===== config.mk =====
export PLATFORM = sky130hd
export DESIGN_NAME = period_capture
export DESIGN_NICKNAME = d
export VERILOG_FILES = /design/src/rtl/period_capture_pkg.sv /design/src/rtl/pin_sync_edge.sv /design/src/rtl/period_capture.sv
export SDC_FILE = /design/constraint.sdc
export NUM_CORES = 1
export LEC_CHECK = 0
export CAP_MARGIN = 20
export CORE_MARGIN = 10
export CORE_UTILIZATION = 55
export CTS_BUF_LIST = sky130_fd_sc_hd__clkbuf_2 sky130_fd_sc_hd__clkbuf_4 sky130_fd_sc_hd__clkbuf_8
export DETAILED_ROUTE_END_ITERATION = 8
export PLACE_DENSITY = 0.8
export SYNTH_ARGS = -nofsm -noshare
export SYNTH_HDL_FRONTEND = slang
export SYNTH_SLANG_ARGS = --single-unit

===== constraint.sdc =====
create_clock -name CLK -period 3.74 [get_ports CLK]
set_input_delay 1.122 -clock CLK [delete_from_list [all_inputs] [get_ports CLK]]
set_output_delay 1.122 -clock CLK [all_outputs]
set_load 0.1 [all_outputs]

===== src/rtl/period_capture_pkg.sv =====
// Shared types and constants for the period_capture block and its input conditioner.
package period_capture_pkg;

  typedef enum logic [0:0] {
    IDLE    = 1'b0,
    MEASURE = 1'b1
  } state_t;

  localparam int unsigned DEBOUNCE_LEN    = 4;
  localparam int unsigned MIN_SYNC_STAGES = 2;

  // Fewer than two stages gives no metastability protection, so round up silently.
  function automatic int unsigned clamp_stages(input int unsigned stages);
    return (stages < MIN_SYNC_STAGES) ? MIN_SYNC_STAGES : stages;
  endfunction

endpackage


===== src/rtl/pin_sync_edge.sv =====
// Synchronizes an asynchronous pin and emits a one-cycle pulse on each rising edge.
// Build option PERIOD_CAPTURE_DEBOUNCE_EN inserts a DEBOUNCE_LEN-cycle glitch filter.
module pin_sync_edge
  import period_capture_pkg::*;
#(
  parameter int unsigned SYNC_STAGES = 2
) (
  input  logic clk,
  input  logic resetb,
  input  logic pin,
  output logic rise
);

  localparam int unsigned Stages = clamp_stages(SYNC_STAGES);

  logic [Stages-1:0] sync_q;
  logic              sync_out;

  always_ff @(posedge clk) begin
    if (!resetb) begin
      sync_q <= '0;
    end else begin
      sync_q <= {sync_q[Stages-2:0], pin};
    end
  end

  assign sync_out = sync_q[Stages-1];

`ifdef PERIOD_CAPTURE_DEBOUNCE_EN
  logic [DEBOUNCE_LEN-2:0] hist_q;
  logic [DEBOUNCE_LEN-1:0] window;
  logic                    filt_q;
  logic                    filt_d;

  assign window = {hist_q, sync_out};

  // Level moves only once the whole window agrees on the new value.
  always_comb begin
    filt_d = filt_q;
    if (&window) begin
      filt_d = 1'b1;
    end else if (~|window) begin
      filt_d = 1'b0;
    end
  end

  always_ff @(posedge clk) begin
    if (!resetb) begin
      hist_q <= '0;
      filt_q <= 1'b0;
    end else begin
      hist_q <= window[DEBOUNCE_LEN-2:0];
      filt_q <= filt_d;
    end
  end

  assign rise = filt_d & ~filt_q;
`else
  logic prev_q;

  always_ff @(posedge clk) begin
    if (!resetb) begin
      prev_q <= 1'b0;
    end else begin
      prev_q <= sync_out;
    end
  end

  assign rise = sync_out & ~prev_q;
`endif

endmodule


===== src/rtl/period_capture.sv =====
// Measures the period of an external pin in CLK cycles, rising edge to rising edge,
// and hands each result over a valid/ready interface with overflow and drop flags.
module period_capture
  import period_capture_pkg::*;
#(
  parameter int unsigned WIDTH       = 26,
  parameter int unsigned SYNC_STAGES = 2
) (
  input  logic             CLK,
  input  logic             RESETB,
  input  logic             I,
  output logic [WIDTH-1:0] O,
  output logic             VALID,
  input  logic             READY,
  output logic             OVF,
  output logic             DROP
);

  localparam logic [WIDTH-1:0] CntMax = '1;

  logic             rise;
  state_t           state_q;
  logic [WIDTH-1:0] cnt_q;
  logic             sat_q;
  logic [WIDTH-1:0] o_q;
  logic             valid_q;
  logic             ovf_q;
  logic             drop_q;
  logic             capture_ok;

  pin_sync_edge #(
    .SYNC_STAGES(SYNC_STAGES)
  ) u_pin_sync_edge (
    .clk   (CLK),
    .resetb(RESETB),
    .pin   (I),
    .rise  (rise)
  );

  // A consume in the same cycle frees the holding register for the new value.
  assign capture_ok = !valid_q || READY;

  always_ff @(posedge CLK) begin
    if (!RESETB) begin
      state_q <= IDLE;
      cnt_q   <= '0;
      sat_q   <= 1'b0;
      o_q     <= '0;
      valid_q <= 1'b0;
      ovf_q   <= 1'b0;
      drop_q  <= 1'b0;
    end else begin
      if (valid_q && READY) begin
        valid_q <= 1'b0;
      end
      unique case (state_q)
        IDLE: begin
          cnt_q <= '0;
          if (rise) begin
            state_q <= MEASURE;
            cnt_q   <= WIDTH'(1);
            sat_q   <= 1'b0;
          end
        end
        MEASURE: begin
          if (rise) begin
            if (capture_ok) begin
              o_q     <= cnt_q;
              ovf_q   <= sat_q;
              valid_q <= 1'b1;
            end else begin
              drop_q <= 1'b1;
            end
            cnt_q <= WIDTH'(1);
            sat_q <= 1'b0;
          end else if (cnt_q == CntMax) begin
            sat_q <= 1'b1;
          end else begin
            cnt_q <= cnt_q + WIDTH'(1);
          end
        end
        default: begin
          state_q <= IDLE;
        end
      endcase
    end
  end

  assign O     = o_q;
  assign VALID = valid_q;
  assign OVF   = ovf_q;
  assign DROP  = drop_q;

endmodule


==> run metrics <==
status=completed; routability cong.=0.7822; worst setup margin=1.307 ns; clk buf depth=2; Total Routing Usage GR=14.25%; Overflow after GRT=0; critical path peak fanout=9; post-synthesis sequential area ratio=48.00%; Clock Sinks=60; relative max-transition margin=61.26%; HPWL after detailed placement=3486 um; worst skew pair latency=0.34 ns; CP arrival=2.66 ns; max-capacitance violation count=0; CP Class=register to register; Async SR Flop Fraction=0%; # port buffers=32; synthesized area=2502 um^2; clock share of power=43.7%; setup repair bufs after CTS=0; Psw=246.6 uW; Synthesized Nets=298; routed len/inst=12.83 um; Std-Cell Rows=24; YS warnings=0; die area=7648 um^2; number of synthesized flops with an enable pin=0; DR iter-0 viols=118; Final ANT Viol Nets=0; Synth top area share=48.00%; Logic pwr share=1.9%; Setup TNS=0 ns; die height=87.45 um; layout cells sized above 1=17.58%; TritonCTS Buffers=9; via count=2032; diode count=0; Initial DRT Pass Iterations=4; initial antenna violation count=0; CP peak stage delay=0.69 ns; final hold viol count=0; worst slew pin tran=0.5665 ns; post-route clock period utilization=65.04%; Final setup viols=0; Post-CTS Resized=0; Fmax=411.1 MHz; first-pass GRT wire length=8921 um; CP Capture Type=register; H-tree depth=3; VDD IR max=0.0003415 V; final net count=331; final core occ=67.87%; Avg Cell Area, Syn=8.541 um^2; cell count after synthesis=293; Cell variety after synth=35; skew final=0.005011 ns; Pleak=0.001013 uW; Critical Path RT=3.97 ns; area delta synth->final=18.90%; RSZ-0062 raised after global routing=no; Int Power=937.7 uW; hold crit path type=register to register; Starting Density=57.08%; Pwr per Cell Area=398.0 nW/um^2; sequential share of power=54.4%; Slowest cell on crit path=or4_1; Worst R2R Setup Slack=1.31 ns; most frequent cell after synthesis=nand2_1; area leader, netlist=dfxtp_1; commonest cells in the synthesized netlist=nand2_1 (68), dfxtp_1 (60), a21boi_0 (28); largest net degree at the start of global routing=37; Die W=87.45 um; startpoint types=register; Area contributors post-synth=dfxtp_1 (48%), nand2_1 (10%), a21boi_0 (8.4%); TritonCTS clock tree=done; final WL=4901 um; DRC Markers=0; vias in the first global route=2013; core box area=4384 um^2; fin. max-slew vios=0; Place WS=1.031 ns; prevailing post-synth register cell=dfxtp_1; Clock transition at path regs=0.06 ns; routed vias/inst=5.319; IO Count=33; worst-path cell chain=ha_1 > nand3_1 > or4_1 > nor3b_4 > mux2i_1 > nor2_1; post-layout minimum cycle time=2.433 ns; Hold WS=0.4351 ns; #FFs+latches synth=60; cts hold-fix bufs=0; CTS Root Buffer Type=clkbuf_8; Net Sw Frac=20.83%
## routing by layer
layer	vias up	global-route usage, %	share of wire [%]	wire (um)
met2	31	21.63	45	2218
met3	7	6.554	6.1	301
met5	-	0	0	0
li1	1064	-	-	-
met4	0	5.217	1.2	59
met1	930	17.19	47	2322
## cell type report
cell class	count	area (um^2)
well taps	52	65.06
multi-input cells	213	1225
inverters	4	15.01
clock inverters	2	10.01
fillers	386	1409
repair buffers	38	292.8
clock buffers	13	166.4
flip-flops and latches	60	1201
## power groups by stage
stage	Combinational, uW	Sequential, uW	Clock [uW]
2_1_floorplan	16.1	658	0
3_5_place_dp	22.9	658	0
3_3_place_gp	22.5	658	0
5_1_grt	25.4	644	559
4_1_cts	22.9	644	534
6_report	22.4	644	518
## logic make-up (layout without fill, tap and decap cells)
family	Yosys count	count (layout)	share of synthesized area [%]
mux	2	2	0.8000
fa+ha+maj	1	1	0.4999
xor+xnor	16	16	5.600
compound gates	58	58	16.40
buf+inv	20	57	3.049
simple gates	136	136	25.65
flops	60	60	48.00
## final timing paths
| check | startpoint | end | depth (start not counted) |
|---|---|---|---|
| max reg2reg | cnt_q[0] | cnt_q[1] | 6 |
| max | cnt_q[0] | cnt_q[1] | 6 |
| min | u_pin_sync_edge.sync_q[0] | u_pin_sync_edge.sync_q[1] | 1 |
| min reg2reg | u_pin_sync_edge.sync_q[0] | u_pin_sync_edge.sync_q[1] | 1 |
## cell usage in the layout (no fill, tap or decap), types with 2 or more instances in the layout
master and count:
a2111oi_0 5, a211oi_1 6, a21boi_0 28, a21oi_1 10, and2_1 3, and3_1 4, buf_4 35, clkbuf_4 2
clkbuf_8 11, clkdlybuf4s50_1 3, clkinv_2 2, dfxtp_1 60, inv_1 4, mux2i_1 2, nand2_1 68, nand2b_1 3
nand3_1 7, nand4_1 6, nor2_1 24, nor3_1 7, nor4_2 2, o21a_1 2, o21ai_0 2, o31ai_1 2
or2_2 3, or4_1 3, xnor2_1 16
## metrics by stage
step	power, uW	instances	cell area [um^2]
after floorplan	673.9	293	2502
after global placement	680.8	367	2799
after detailed placement	681.2	367	2799
after CTS	1201	382	2975
after global routing	1228	382	2975
final	1184	382	2975
## registers in the layout, indices dropped and copies added, names as in the netlist
signal and cells:
DROP 1, O 26, state_q 1, cnt_q 26, u_pin_sync_edge.prev_q 1, VALID 1, sat_q 1, u_pin_sync_edge.sync_q 2
OVF 1
## worst max-delay path, delay by kind of cell, from the launching register on
kind	cells	cell delay, ns
adder cells (fa/ha/maj)	1	0.23
multiplexers	1	0.23
AND/OR/NAND/NOR	4	1.43
flip-flops	1	0.44
Power figures use the tool's default switching activity.
